[src/rtl/fsk_tone_generator.sv]
// fsk_tone_generator: FSK square-wave transmitter that also embeds the tone in a synthetic pixel stream.
// Define FSK_UNDERRUN_COUNT_EN to build the saturating underrun counter; otherwise underrun_count reads 0.
module fsk_tone_generator #(
  parameter int CLOCK_FREQUENCY = 100000000,
  parameter int FREQUENCY0 = 9000,
  parameter int FREQUENCY1 = 11000,
  parameter int SYMBOL_PERIODS = 16,
  parameter int PIXEL_INDEX = 15,
  parameter int LINE_PIXELS = 1024,
  parameter int PIXEL_DIVIDER = 4
) (
  input  logic        clock,
  input  logic        reset,
  input  logic        enable,
  input  logic        symbol_data,
  input  logic        symbol_valid,
  output logic        symbol_ready,
  output logic        tone,
  output logic        busy,
  output logic [7:0]  data,
  output logic        pixel_strobe,
  output logic [15:0] underrun_count
);
  localparam logic [23:0] HP0 = 24'(CLOCK_FREQUENCY / (2 * FREQUENCY0));
  localparam logic [23:0] HP1 = 24'(CLOCK_FREQUENCY / (2 * FREQUENCY1));
  localparam logic [15:0] LAST_PERIOD = 16'(SYMBOL_PERIODS - 1);
  localparam int DW = $clog2(PIXEL_DIVIDER);
  localparam int PW = $clog2(LINE_PIXELS);
  localparam logic [DW-1:0] DIV_LAST = DW'(PIXEL_DIVIDER - 1);
  localparam logic [PW-1:0] PIX_SLOT = PW'(PIXEL_INDEX);
  typedef enum logic {IDLE, TONE} state_t;
  state_t state, state_next;
  logic active, buf_full, buf_sym, tone_r;
  logic [23:0] half_cnt, hp;
  logic [15:0] per_cnt;
  logic [DW-1:0] div_cnt;
  logic [PW-1:0] pix_cnt;
  logic accept, wrap, sym_end, chain, start, next_sym, div_wrap;
  assign symbol_ready = enable & ~reset & ~buf_full;
  assign busy = state == TONE;
  assign tone = tone_r;
  always_comb begin
    accept = symbol_valid & symbol_ready;
    hp = active ? HP1 : HP0;
    wrap = state == TONE && half_cnt == hp - 24'd1;
    // the symbol ends where the last low half would wrap back high
    sym_end = wrap && !tone_r && per_cnt == LAST_PERIOD;
    chain = sym_end && (buf_full || accept);
    start = state == IDLE && (buf_full || accept);
    next_sym = buf_full ? buf_sym : symbol_data;
    div_wrap = enable && div_cnt == DIV_LAST;
    state_next = start ? TONE : (sym_end && !chain) ? IDLE : state;
  end
  always_ff @(posedge clock) state <= (reset || !enable) ? IDLE : state_next;
  always_ff @(posedge clock) begin
    if (reset || !enable) begin
      tone_r <= 1'b0;
      half_cnt <= '0;
      per_cnt <= '0;
      buf_full <= 1'b0;
      buf_sym <= 1'b0;
      active <= 1'b0;
    end else begin
      if (start || chain) begin
        active <= next_sym;
        tone_r <= 1'b1;
        half_cnt <= '0;
        per_cnt <= '0;
      end else if (sym_end) begin
        tone_r <= 1'b0;
        half_cnt <= '0;
        per_cnt <= '0;
      end else if (wrap) begin
        tone_r <= ~tone_r;
        half_cnt <= '0;
        per_cnt <= per_cnt + {15'd0, ~tone_r};
      end else if (state == TONE) begin
        half_cnt <= half_cnt + 24'd1;
      end
      if (start || chain) begin
        buf_full <= 1'b0;
      end else if (accept) begin
        buf_full <= 1'b1;
        buf_sym <= symbol_data;
      end
    end
  end
  always_ff @(posedge clock) begin
    if (reset) begin
      div_cnt <= '0;
      pix_cnt <= '0;
      pixel_strobe <= 1'b0;
      data <= 8'h00;
    end else begin
      if (enable) div_cnt <= div_wrap ? '0 : div_cnt + 1'b1;
      pixel_strobe <= div_wrap;
      if (div_wrap) begin
        pix_cnt <= pix_cnt + 1'b1;
        data <= pix_cnt == PIX_SLOT ? {tone_r, 7'd0} : 8'h00;
      end
    end
  end
`ifdef FSK_UNDERRUN_COUNT_EN
  logic [15:0] ur_cnt;
  always_ff @(posedge clock) begin
    if (reset) ur_cnt <= '0;
    else if (enable && sym_end && !chain && ur_cnt != 16'hFFFF) ur_cnt <= ur_cnt + 16'd1;
  end
  assign underrun_count = ur_cnt;
`else
  assign underrun_count = 16'h0000;
`endif
endmodule
[config.mk]
export PLATFORM = sky130hd
export DESIGN_NAME = fsk_tone_generator
export DESIGN_NICKNAME = d
export VERILOG_FILES = /design/src/rtl/fsk_tone_generator.sv
export SDC_FILE = /design/constraint.sdc
export NUM_CORES = 1
export LEC_CHECK = 0
export ABC_AREA = 1
export BUFFER_PORTS_ARGS = -buffer_cell sky130_fd_sc_hd__buf_2
export CAP_MARGIN = 20
export CORE_MARGIN = 2
export CORE_UTILIZATION = 50
export CTS_BUF_LIST = sky130_fd_sc_hd__clkbuf_8
export CTS_CLUSTER_SIZE = 10
export DETAILED_ROUTE_END_ITERATION = 8
export HOLD_SLACK_MARGIN = 0.15
export PLACE_DENSITY = 0.67
export SYNTH_ARGS = -nofsm -noshare
export SYNTH_HDL_FRONTEND = slang
export SYNTH_SLANG_ARGS = --single-unit
[constraint.sdc]
create_clock -name clock -period 2.5 [get_ports clock]
set_clock_uncertainty 0.15 [all_clocks]
set_input_delay 0.5 -clock clock [delete_from_list [all_inputs] [get_ports clock]]
set_output_delay 0.5 -clock clock [all_outputs]
set_load 0.01 [all_outputs]
==> results.yml <==
global_routing:
  grt.total_usage_pct: 20.4
  grt_antenna_before_repair: 0
  grt_pass1_wl_um: 12300
  grt_overflow: 0
  first_global_vias: 2810
  grt_max_degree: 25
clock_network:
  htree_levels: 3
  worstSkewPairLatency_ps: 340
  cts_buffers: 9
  cts_resized: 0
  clock-sinks: 59
  cts_root_buffer: "clkbuf_8"
  cts_tree: "done"
  clk_path_buf_depth: 2
  post_cts_buffers: 0
  ctsHoldBuffers: 0
  clk_pin_slew_ps: 70
routing:
  avgViaCountPerCell: 4.88
  vias: 2986
  dr.pass1.iters: 4
  wl_um: 7020
  first_iter_violations: 108
  drtAntennaViolNets: 0
  drc: 0
  wl_per_cell_um: 11.5
yosys:
  synthCells: 512
  synth_seq_area_share_pct: 34.1
  synthDistinctLibCells: 34
  syn_avg_cell_area_um2: 6.76
  ys_warn_count: 0
  synth.cell_area_um2: 3460
  ys_ff_latch: 59
power:
  p_sw_uw: 446
  total_power_uw: 1950
  ir_drop_v: 0.000324
  swShare_pct: 22.9
  p_int_uw: 1510
  cellPowerDensity_nw_per_um2: 528
  p_clk_share_pct: 46.9
  leakage_uw: 0.00149
  pwr-share-comb_pct: 4.3
  power_frac_seq_pct: 48.8
setup_path:
  required_ps: 2570
  setup.worst_path.start_class: "flip-flop"
  rr_startpoint: "half_cnt[4]"
  reg2reg_slack_ps: 370
  cp_max_fo: 24
  crit_type: "flip-flop to flip-flop"
  cp_data_arrival_time_ps: 2200
  crit_start: "half_cnt[4]"
  endpoint_kind: "flip-flop"
placed_design:
  gp_congestion: 0.866
  dp_slack_ps: 238
  place_hpwl_um: 5170
  port_buffers: 9
  placed_cells: 596
min_path:
  worstHoldStart: "symbol_data"
  worstHoldPathType: "primary input to flip-flop"
flow_run:
  max_cap_violations: 0
cells_and_area:
  fin_cells: 612
  diodes: 0
  drive_gt1_share_pct: 7.52
  nets: 537
  final_util_pct: 54.7
  area_growth_pct: 6.79
timing:
  setup_violations: 0
  period_needed_ps: 2130
  rsz0062_at_grt: "no"
  tns_ps: 0
  fmax_mhz: 469
  setup_slack_ps: 368
  fin_crit_sh_pct: 85.3
  drv_slew: 0
  hold_violations: 0
floorplan:
  core_area_um2: 6760
  core.rowCount: 30
  io_pins: 33
  die_y_um: 87.2
  die_w_um: 87.2
  start_util_pct: 51.3
  die_area_um2: 7610
run_status:
  status: "complete, no violations"
synthesized netlist by cell type:
| cell | count | area (µm²) |
|---|---|---|
| a21boi_0 | 1 | 7.51 |
| a21oi_1 | 8 | 40.0 |
| a31oi_1 | 1 | 6.26 |
| and2_1 | 2 | 12.5 |
| buf_2 | 2 | 10.0 |
| buf_4 | 24 | 180 |
| buf_6 | 3 | 33.8 |
| clkbuf_1 | 1 | 3.75 |
| conb_1 | 1 | 3.75 |
| dfxtp_1 | 59 | 1180 |
| ha_1 | 5 | 62.6 |
| inv_1 | 67 | 251 |
| inv_2 | 2 | 7.51 |
| mux2i_1 | 1 | 10.0 |
| nand2_1 | 103 | 387 |
| nand2_2 | 1 | 6.26 |
| nand2_4 | 1 | 11.3 |
| nand3_1 | 26 | 130 |
| nand3_2 | 2 | 20.0 |
| nand3_4 | 2 | 35.0 |
| nand3b_1 | 2 | 15.0 |
| nand4_1 | 18 | 113 |
| nor2_1 | 102 | 383 |
| nor2_2 | 1 | 6.26 |
| nor2_4 | 2 | 22.5 |
| nor3_1 | 24 | 120 |
| nor3b_1 | 3 | 22.5 |
| nor4_1 | 2 | 12.5 |
| nor4_2 | 1 | 12.5 |
| o21a_1 | 1 | 7.51 |
| o21ai_0 | 9 | 45.0 |
| or2_1 | 1 | 6.26 |
| xnor2_1 | 10 | 87.6 |
| xor2_1 | 24 | 210 |
metrics by stage:
stage | hold slack (ps) | cell area (µm²)
2_1_floorplan | 298 | 3550
3_3_place_gp | 302 | 3490
3_5_place_dp | 321 | 3490
4_1_cts | 272 | 3700
5_1_grt | 284 | 3700
6_report | 277 | 3700
worst max-delay path, cell delays in order (launching register included):
cell and delay, ps:
dfxtp_1 490, nand2_1 110, inv_1 90, nand2_1 70, nand2_1 80, nand3_1 120
nor2_4 210, nand3_2 160, nand2_2 120, nand2_4 90, nand3_4 230, nor2_1 90
final timing paths:
check,to,cells after the start
max,half_cnt[11],11
min,buf_sym,3
max reg2reg,half_cnt[11],11
min reg2reg,pix_cnt[6],2
sequential cells by signal, indices dropped and copies added, names as in the netlist:
register,flops
active,1
per_cnt,16
half_cnt,24
buf_full,1
data,1
pix_cnt,10
busy,1
div_cnt,2
pixel_strobe,1
tone,1
buf_sym,1
layer usage:
layer	vias to the layer above	global-route usage, %	part of all wire, %
met1	1354	25.8	49
met2	39	33.7	47
met4	0	7.27	1.5
met3	11	5.31	2.9
li1	1582	-	-
met5	-	0	0
cell families after synthesis:
logic type               share of synthesized area, %
multiplexers                                    0.289
XOR/XNOR                                         8.60
adder cells (fa/ha/maj)                          1.81
flip-flops                                       34.1
AND/OR/NAND/NOR                                  38.0
buffers and inverters                            14.1
other                                           0.108
AO/OA/AOI/OAI                                    3.07
layout make-up:
class / instances / area, µm²
tap: 80 / 100
clock buffer: 12 / 165
clock inverter: 4 / 47.5
timing repair buffer: 12 / 67.6
multi-input combinational: 376 / 1880
inverter: 69 / 259
fill: 682 / 3060
sequential: 59 / 1180
power by group through the flow:
stage	combinational (µW)	clock [µW]	sequential, µW
detailed placement	82.9	0	973
finish	83.1	917	953
global route	94.5	979	952
floorplan	96.4	0	973
CTS	83.1	942	952
global placement	79.9	0	973
cells in the final DEF, fill, tap and decap left out, types with 2 or more instances in the layout:
cell      instances
nand2_1         103
nor2_1          102
inv_1            67
dfxtp_1          59
nand3_1          26
nor3_1           24
xor2_1           24
conb_1           23
nand4_1          18
clkbuf_8         12
xnor2_1          10
o21ai_0           9
buf_2             9
a21oi_1           8
ha_1              5
nor3b_1           3
buf_4             3
nor2_4            2
inv_2             2
nand3_2           2
nand3b_1          2
nand3_4           2
nor4_1            2
and2_1            2
clkinv_2          2
No activity file was read; power rests on OpenSTA's default activity.
